File: src/rtl/video_timing_pkg.sv
// NTSC timing constants at 74.25 MHz and the shared types used by the sync separator.
package video_timing_pkg;

  localparam int NTSC_LINE_CLKS   = 4719;
  localparam int NTSC_HSYNC_CLKS  = 349;
  localparam int NTSC_EQ_CLKS     = 171;
  localparam int NTSC_BROAD_CLKS  = 2005;
  localparam int NTSC_BURST_START = 400;
  localparam int NTSC_BURST_LEN   = 180;

  localparam int DEF_SYNC_THRESH  = -1200;
  localparam int DEF_HYST         = 64;
  localparam int DEF_GLITCH_MIN   = 16;
  localparam int DEF_HSYNC_MIN    = 260;
  localparam int DEF_VSYNC_MIN    = 1500;
  localparam int DEF_LINE_MIN     = 4000;
  localparam int DEF_LINE_TIMEOUT = 5200;
  localparam int DEF_LOCK_LINES   = 4;

  localparam int LINE_TMR_W       = 13;
  localparam int LOW_CNT_W        = 11;
  localparam int LINE_CNT_W       = 10;
  localparam int BURST_MIN_LINE   = 9;
  localparam int VSYNC_REARM_LINE = 16;

  typedef logic signed [11:0] sample_t;

  typedef struct packed {
    logic hsync;
    logic vsync;
    logic timeout;
  } sync_evt_t;

endpackage

File: src/rtl/sync_separator_if.sv
// Sample stream in, sync timing out; master is the video source/consumer side.
interface sync_separator_if;
  import video_timing_pkg::*;

  sample_t               adc_raw;
  logic                  sync_low;
  logic                  hsync_pulse;
  logic                  vsync_pulse;
  logic                  burst_active;
  logic [LINE_CNT_W-1:0] line_count;
  logic                  locked;

  modport master (
    output adc_raw,
    input  sync_low, hsync_pulse, vsync_pulse, burst_active, line_count, locked
  );

  modport slave (
    input  adc_raw,
    output sync_low, hsync_pulse, vsync_pulse, burst_active, line_count, locked
  );
endinterface

File: src/rtl/sync_slicer.sv
// Hysteretic sync-tip comparator followed by a debounce filter producing the clean sync level.
module sync_slicer
  import video_timing_pkg::*;
#(
  parameter int SYNC_THRESH = DEF_SYNC_THRESH,
  parameter int HYST        = DEF_HYST,
  parameter int GLITCH_MIN  = DEF_GLITCH_MIN
) (
  input  logic    clk,
  input  logic    rst,
  input  sample_t adc_raw,
  output logic    sync_low
);

  localparam int      DBN_W   = $clog2(GLITCH_MIN + 1);
  localparam sample_t SET_LVL = sample_t'(SYNC_THRESH);
  localparam sample_t CLR_LVL = sample_t'(SYNC_THRESH + HYST);

  logic             cmp_reg, cmp_next;
  logic             sync_low_reg, sync_low_next;
  logic [DBN_W-1:0] dbn_reg, dbn_next;

  // Between the two levels the comparator holds its previous decision.
  always_comb begin
    cmp_next = cmp_reg;
    if (adc_raw < SET_LVL) begin
      cmp_next = 1'b1;
    end else if (adc_raw > CLR_LVL) begin
      cmp_next = 1'b0;
    end
  end

  always_comb begin
    sync_low_next = sync_low_reg;
    dbn_next      = '0;
    if (cmp_reg != sync_low_reg) begin
      if (dbn_reg == DBN_W'(GLITCH_MIN - 1)) begin
        sync_low_next = cmp_reg;
      end else begin
        dbn_next = dbn_reg + 1'b1;
      end
    end
  end

  always_ff @(posedge clk) begin
    if (rst) begin
      cmp_reg      <= 1'b0;
      sync_low_reg <= 1'b0;
      dbn_reg      <= '0;
    end else begin
      cmp_reg      <= cmp_next;
      sync_low_reg <= sync_low_next;
      dbn_reg      <= dbn_next;
    end
  end

  assign sync_low = sync_low_reg;

endmodule

File: src/rtl/sync_separator.sv
// Composite sync separator: pulse-width classification, line timer, lock tracking and burst gate.
module sync_separator
  import video_timing_pkg::*;
#(
  parameter int SYNC_THRESH  = DEF_SYNC_THRESH,
  parameter int HYST         = DEF_HYST,
  parameter int GLITCH_MIN   = DEF_GLITCH_MIN,
  parameter int HSYNC_MIN    = DEF_HSYNC_MIN,
  parameter int VSYNC_MIN    = DEF_VSYNC_MIN,
  parameter int LINE_MIN     = DEF_LINE_MIN,
  parameter int LINE_TIMEOUT = DEF_LINE_TIMEOUT,
  parameter int BURST_START  = NTSC_BURST_START,
  parameter int BURST_LEN    = NTSC_BURST_LEN,
  parameter int LOCK_LINES   = DEF_LOCK_LINES
) (
  input  logic            clk,
  input  logic            rst,
  sync_separator_if.slave bus
);

  localparam int GOOD_W = $clog2(LOCK_LINES + 1);
  // Reload so the timer counts from the raw leading edge, not from qualification.
  localparam logic [LINE_TMR_W-1:0] TMR_RELOAD   = LINE_TMR_W'(HSYNC_MIN + GLITCH_MIN + 1);
  localparam logic [LINE_TMR_W-1:0] TMR_MIN      = LINE_TMR_W'(LINE_MIN);
  localparam logic [LINE_TMR_W-1:0] TMR_TIMEOUT  = LINE_TMR_W'(LINE_TIMEOUT);
  localparam logic [LINE_TMR_W-1:0] TMR_BURST_LO = LINE_TMR_W'(BURST_START);
  localparam logic [LINE_TMR_W-1:0] TMR_BURST_HI = LINE_TMR_W'(BURST_START + BURST_LEN);
  localparam logic [LOW_CNT_W-1:0]  LOW_HSYNC    = LOW_CNT_W'(HSYNC_MIN);
  localparam logic [LOW_CNT_W-1:0]  LOW_VSYNC    = LOW_CNT_W'(VSYNC_MIN);
  localparam logic [LINE_CNT_W-1:0] BURST_CNT    = LINE_CNT_W'(BURST_MIN_LINE);
  localparam logic [LINE_CNT_W-1:0] REARM_CNT    = LINE_CNT_W'(VSYNC_REARM_LINE);
  localparam logic [GOOD_W-1:0]     GOOD_LOCK    = GOOD_W'(LOCK_LINES);

  logic                  sync_low;
  logic [LOW_CNT_W-1:0]  low_cnt_reg, low_cnt_next;
  logic [LINE_TMR_W-1:0] line_tmr_reg, line_tmr_next;
  logic [LINE_CNT_W-1:0] line_count_reg, line_count_next;
  logic [GOOD_W-1:0]     good_cnt_reg, good_cnt_next;
  logic                  v_armed_reg, v_armed_next;
  logic                  burst_reg, burst_next;
  logic                  locked, locked_next, in_window;
  sync_evt_t             evt;

  sync_slicer #(
    .SYNC_THRESH (SYNC_THRESH),
    .HYST        (HYST),
    .GLITCH_MIN  (GLITCH_MIN)
  ) u_slicer (
    .clk      (clk),
    .rst      (rst),
    .adc_raw  (bus.adc_raw),
    .sync_low (sync_low)
  );

  // Half-line serrations and equalising pulses only pass while unlocked or late in the line.
  always_comb begin
    locked      = (good_cnt_reg == GOOD_LOCK);
    in_window   = (line_tmr_reg >= TMR_MIN) && (line_tmr_reg <= TMR_TIMEOUT);
    evt.hsync   = (low_cnt_reg == LOW_HSYNC) && ((line_tmr_reg >= TMR_MIN) || !locked);
    evt.vsync   = (low_cnt_reg == LOW_VSYNC) && v_armed_reg;
    evt.timeout = (line_tmr_reg == TMR_TIMEOUT);
  end

  always_comb begin
    low_cnt_next = low_cnt_reg;
    if (!sync_low) begin
      low_cnt_next = '0;
    end else if (low_cnt_reg != '1) begin
      low_cnt_next = low_cnt_reg + 1'b1;
    end

    line_tmr_next = line_tmr_reg;
    if (evt.hsync) begin
      line_tmr_next = TMR_RELOAD;
    end else if (line_tmr_reg != '1) begin
      line_tmr_next = line_tmr_reg + 1'b1;
    end

    line_count_next = line_count_reg;
    if (evt.vsync) begin
      line_count_next = '0;
    end else if (evt.hsync && (line_count_reg != '1)) begin
      line_count_next = line_count_reg + 1'b1;
    end

    // An accepted hsync takes priority over a coincident timeout.
    good_cnt_next = good_cnt_reg;
    if (evt.hsync) begin
      if (!in_window) begin
        good_cnt_next = '0;
      end else if (good_cnt_reg != GOOD_LOCK) begin
        good_cnt_next = good_cnt_reg + 1'b1;
      end
    end else if (evt.timeout) begin
      good_cnt_next = '0;
    end

    v_armed_next = v_armed_reg;
    if (evt.vsync) begin
      v_armed_next = 1'b0;
    end else if (line_count_reg >= REARM_CNT) begin
      v_armed_next = 1'b1;
    end

    locked_next = (good_cnt_next == GOOD_LOCK);
    burst_next  = locked_next && (line_count_next >= BURST_CNT) &&
                  (line_tmr_next >= TMR_BURST_LO) && (line_tmr_next < TMR_BURST_HI) &&
                  !sync_low;
  end

  always_ff @(posedge clk) begin
    if (rst) begin
      low_cnt_reg    <= '0;
      line_tmr_reg   <= '0;
      line_count_reg <= '0;
      good_cnt_reg   <= '0;
      v_armed_reg    <= 1'b1;
      burst_reg      <= 1'b0;
    end else begin
      low_cnt_reg    <= low_cnt_next;
      line_tmr_reg   <= line_tmr_next;
      line_count_reg <= line_count_next;
      good_cnt_reg   <= good_cnt_next;
      v_armed_reg    <= v_armed_next;
      burst_reg      <= burst_next;
    end
  end

  assign bus.sync_low     = sync_low;
  assign bus.hsync_pulse  = evt.hsync;
  assign bus.vsync_pulse  = evt.vsync;
  assign bus.burst_active = burst_reg;
  assign bus.line_count   = line_count_reg;
  assign bus.locked       = locked;

endmodule

File: src/flat_wrapper.sv
// flat-port wrapper written by rule: the top's interface ports become plain ports
module sync_separator_flat import video_timing_pkg::*;
#(
  parameter int SYNC_THRESH  = DEF_SYNC_THRESH,
  parameter int HYST         = DEF_HYST,
  parameter int GLITCH_MIN   = DEF_GLITCH_MIN,
  parameter int HSYNC_MIN    = DEF_HSYNC_MIN,
  parameter int VSYNC_MIN    = DEF_VSYNC_MIN,
  parameter int LINE_MIN     = DEF_LINE_MIN,
  parameter int LINE_TIMEOUT = DEF_LINE_TIMEOUT,
  parameter int BURST_START  = NTSC_BURST_START,
  parameter int BURST_LEN    = NTSC_BURST_LEN,
  parameter int LOCK_LINES   = DEF_LOCK_LINES
)
  (clk, rst, bus_adc_raw, bus_sync_low, bus_hsync_pulse, bus_vsync_pulse, bus_burst_active, bus_line_count, bus_locked);
  sync_separator_if bus_i ();
  input  logic clk;
  input  logic rst;
  input wire logic [$bits(bus_i.adc_raw)-1:0] bus_adc_raw;
  output wire logic [$bits(bus_i.sync_low)-1:0] bus_sync_low;
  output wire logic [$bits(bus_i.hsync_pulse)-1:0] bus_hsync_pulse;
  output wire logic [$bits(bus_i.vsync_pulse)-1:0] bus_vsync_pulse;
  output wire logic [$bits(bus_i.burst_active)-1:0] bus_burst_active;
  output wire logic [$bits(bus_i.line_count)-1:0] bus_line_count;
  output wire logic [$bits(bus_i.locked)-1:0] bus_locked;
  assign bus_i.adc_raw = bus_adc_raw;
  assign bus_sync_low = bus_i.sync_low;
  assign bus_hsync_pulse = bus_i.hsync_pulse;
  assign bus_vsync_pulse = bus_i.vsync_pulse;
  assign bus_burst_active = bus_i.burst_active;
  assign bus_line_count = bus_i.line_count;
  assign bus_locked = bus_i.locked;
  sync_separator #(.SYNC_THRESH(SYNC_THRESH), .HYST(HYST), .GLITCH_MIN(GLITCH_MIN), .HSYNC_MIN(HSYNC_MIN), .VSYNC_MIN(VSYNC_MIN), .LINE_MIN(LINE_MIN), .LINE_TIMEOUT(LINE_TIMEOUT), .BURST_START(BURST_START), .BURST_LEN(BURST_LEN), .LOCK_LINES(LOCK_LINES)) u_core (.clk(clk), .rst(rst), .bus(bus_i));
endmodule
File: config.mk
export PLATFORM = sky130hd
export DESIGN_NAME = sync_separator_flat
export DESIGN_NICKNAME = d
export VERILOG_FILES = /design/src/rtl/video_timing_pkg.sv /design/src/rtl/sync_separator_if.sv /design/src/rtl/sync_slicer.sv /design/src/rtl/sync_separator.sv /design/src/flat_wrapper.sv
export SDC_FILE = /design/constraint.sdc
export NUM_CORES = 1
export LEC_CHECK = 0
export CAP_MARGIN = 0
export CORE_MARGIN = 2
export CORE_UTILIZATION = 40
export CTS_CLUSTER_DIAMETER = 150
export DETAILED_ROUTE_END_ITERATION = 10
export GPL_TIMING_DRIVEN = 0
export PLACE_DENSITY = 0.67
export REMOVE_ABC_BUFFERS = 1
export SYNTH_ARGS = -nofsm -noshare
export SYNTH_HDL_FRONTEND = slang
export SYNTH_SLANG_ARGS = --single-unit
File: constraint.sdc
create_clock -name clk -period 4.49 [get_ports clk]
set_clock_uncertainty 0.1 [all_clocks]
set_input_delay 0.6735 -clock clk [delete_from_list [all_inputs] [get_ports clk]]
set_output_delay 0.6735 -clock clk [all_outputs]
set_load 0.02 [all_outputs]
==> metrics.txt <==
status finished clean; final setup vio count 0; sequential area share after synthesis 34.82%; CTS H-tree lvls 2; top sig layer met4; max reg flops 13; Sink Count 46; Clock Root Buffer clkbuf_8; crit path time final 3.209 ns; Yosys warnings 0; Critical Path, Cell by Cell inv_1, ha_1, nor3b_2, nand3_1, or2_2, inv_2, clkdlybuf4s50_1; wl on met1 2.727 mm; Total Power 0.7333 mW; first-pass GRT wire length 9.321 mm; slew margin rel. 53.40%; Critical-path top delay cell clkdlybuf4s50_1; Pre-Repair DR Iteration Count 4; Tot GR Track Use 15.56%; cell area power density 239.6 nW/um^2; GRT overflow 0; detailed-route wire length per cell 12.92 um; post-synthesis cell count 320; die footprint 7279 um^2; Worst setup SP type flop; critical path peak fanout 13; dpl ws 1.577 ns; Fin Setup TNS 0 ns; Port Buf Inserts 28; flops & latches, synth 46; Top Ports 29; gpl congestion 0.8385; post_cts resized 0; Vias/cell 5.426; Syn-to-layout area delta 15.70%; Horiz. Die Dim 85.32 um; Clk Latency, worst-skew pair 0.30 ns; Worst IR Drop VDD 0.1198 mV; fin nets 366; delay-heaviest family, CP simple AND/OR/NAND/NOR gates; Worst R2R Setup Slack 1.86 ns; largest net degree at the start of global routing 15; cts hold-fix bufs 0; Crit Reg-Reg Startpoint u_core.line_tmr_reg[5]; DRT iter0 DRCs 135; Clock transition at path regs 0.08 ns; Fillers 618; WHS 0.3464 ns; # DRC 0; row cnt 29; required time of the critical path 3.72 ns; Post-synth EDFFs 0; syn_area_per_cell 8.266 um^2; # diodes 0; RSZ-0062 raised after global routing no; core region area 6386 um^2; Critical path origin u_core.low_cnt_reg[0]; Arr. time, crit path 2.44 ns; WP buf/inv 3; metal2 WL 2.405 mm; Die Span Y 85.32 um; Max stage delay on crit path 0.60 ns; total CTS buffers 5; CTS tree done; number of global-route vias before repair 2,053; Hold WC Path Type flop to flop; static leakage 1.126 nW; r2r endpoint u_core.bus.burst_active; Netlist Area Pre-Place 2645 um^2; hold path cells 1; Synth async-reset ratio 0%; via count 2,279; HPWL Detailed 3.983 mm; post-route ant nets 0; Synth Flop Type dfxtp_1; Clock Path Buffers 2; Initial Utilization 41.42%; setup ws final 1.281 ns; Tcrit/Tclk final 71.47%; Slew Limit Fails 0; met3 routed WL 211 um; CP endpoint bus_hsync_pulse; Critical Path Sink Type output port; layout cells sized above 1 6.706%; upper clock frequency limit 311.6 MHz; Levels on crit path 7; Setup Fix Bufs, Post-CTS 0; R2R depth 7; final WL 5.428 mm; final hold vios 0; Max-Cap Viols 0; worst-margin pin slew 0.6926 ns; critical setup path kind flop to output port; initial antenna violation count 0; Distinct cells, synth 57
cell families after synthesis:
logic type               share of synthesized area [%]
AO/OA/AOI/OAI                                    12.68
XOR/XNOR                                         8.609
adder cells (fa/ha/maj)                          4.730
buffers and inverters                            4.683
flip-flops                                       34.82
multiplexers                                     3.453
AND/OR/NAND/NOR                                  31.03
cells in the final DEF (no fill, tap or decap), types with 12 or more instances in the layout:
cell and instances:
xnor2_1 18, nor2_1 50, clkdlybuf4s50_1 28, nand3_1 13
nand4_1 12, dfxtp_1 46, nand2_1 20, a21oi_1 15
inv_1 13
how the worst min path moves through the flow:
| stage | to | from |
|---|---|---|
| 2_1_floorplan | u_core.u_slicer.dbn_reg[0] | u_core.u_slicer.dbn_reg[0] |
| 3_3_place_gp | u_core.u_slicer.dbn_reg[0] | u_core.u_slicer.dbn_reg[0] |
| 3_5_place_dp | u_core.u_slicer.dbn_reg[0] | u_core.u_slicer.dbn_reg[0] |
| 4_1_cts | u_core.u_slicer.dbn_reg[0] | u_core.u_slicer.dbn_reg[0] |
| 5_1_grt | u_core.u_slicer.dbn_reg[0] | u_core.u_slicer.dbn_reg[0] |
| 6_report | u_core.u_slicer.dbn_reg[0] | u_core.u_slicer.dbn_reg[0] |
Yosys cell counts (all sizes together), types with 2 or more instances:
library cell / instances / share of area [%]
clkbuf: 6 / 0.90
nor3b: 2 / 0.76
o211ai: 2 / 0.57
nor4b: 2 / 0.66
mux2i: 8 / 3.0
and4: 4 / 1.3
a21oi: 15 / 2.8
dfxtp: 46 / 35
o21ai: 9 / 1.7
or2: 5 / 1.2
xnor2: 18 / 6.0
inv: 14 / 2.0
and4bb: 2 / 0.95
and2: 4 / 0.95
or3: 4 / 0.95
a211oi: 3 / 1.5
nand3: 13 / 2.5
nor4: 7 / 1.7
nand2b: 3 / 0.71
buf: 7 / 1.8
nand2: 20 / 2.8
nand4: 12 / 2.8
and3: 8 / 1.9
nor2b: 2 / 0.47
xor2: 8 / 2.6
nor2: 51 / 7.3
o211a: 2 / 1.0
a31oi: 4 / 0.95
ha: 10 / 4.7
nor3: 12 / 3.1
layer usage:
layer	vias up	GRT usage (%)
met1	1045	21.79
li1	1177	-
met2	49	23.58
met4	0	6.494
met5	-	0
met3	8	2.724
report_power, final:
group	internal (mW)	total, mW	switching [mW]	leakage, nW
clock	0.155	0.290	0.135	0.0575
sequential	0.410	0.414	0.00338	0.371
combinational	0.0173	0.0296	0.0123	0.697
total	0.583	0.733	0.150	1.13
metrics by stage:
stage / instance area (um^2) / instances / utilization (%)
6_report: 3060 / 420 / 47.92
5_1_grt: 3060 / 420 / 47.92
4_1_cts: 3060 / 420 / 47.92
3_5_place_dp: 2950 / 412 / 46.20
3_3_place_gp: 2950 / 412 / 46.20
2_1_floorplan: 2574 / 307 / -
final cells by class:
cell class / count / area (um^2) / area share [%]
clock buffer: 8 / 110.1 / 3.598
tap: 77 / 96.34 / 3.148
inverter: 14 / 52.55 / 1.717
timing repair buffer: 28 / 280.3 / 9.158
multi-input combinational: 247 / 1600 / 52.29
sequential: 46 / 920.9 / 30.09
Power figures use the tool's default switching activity.
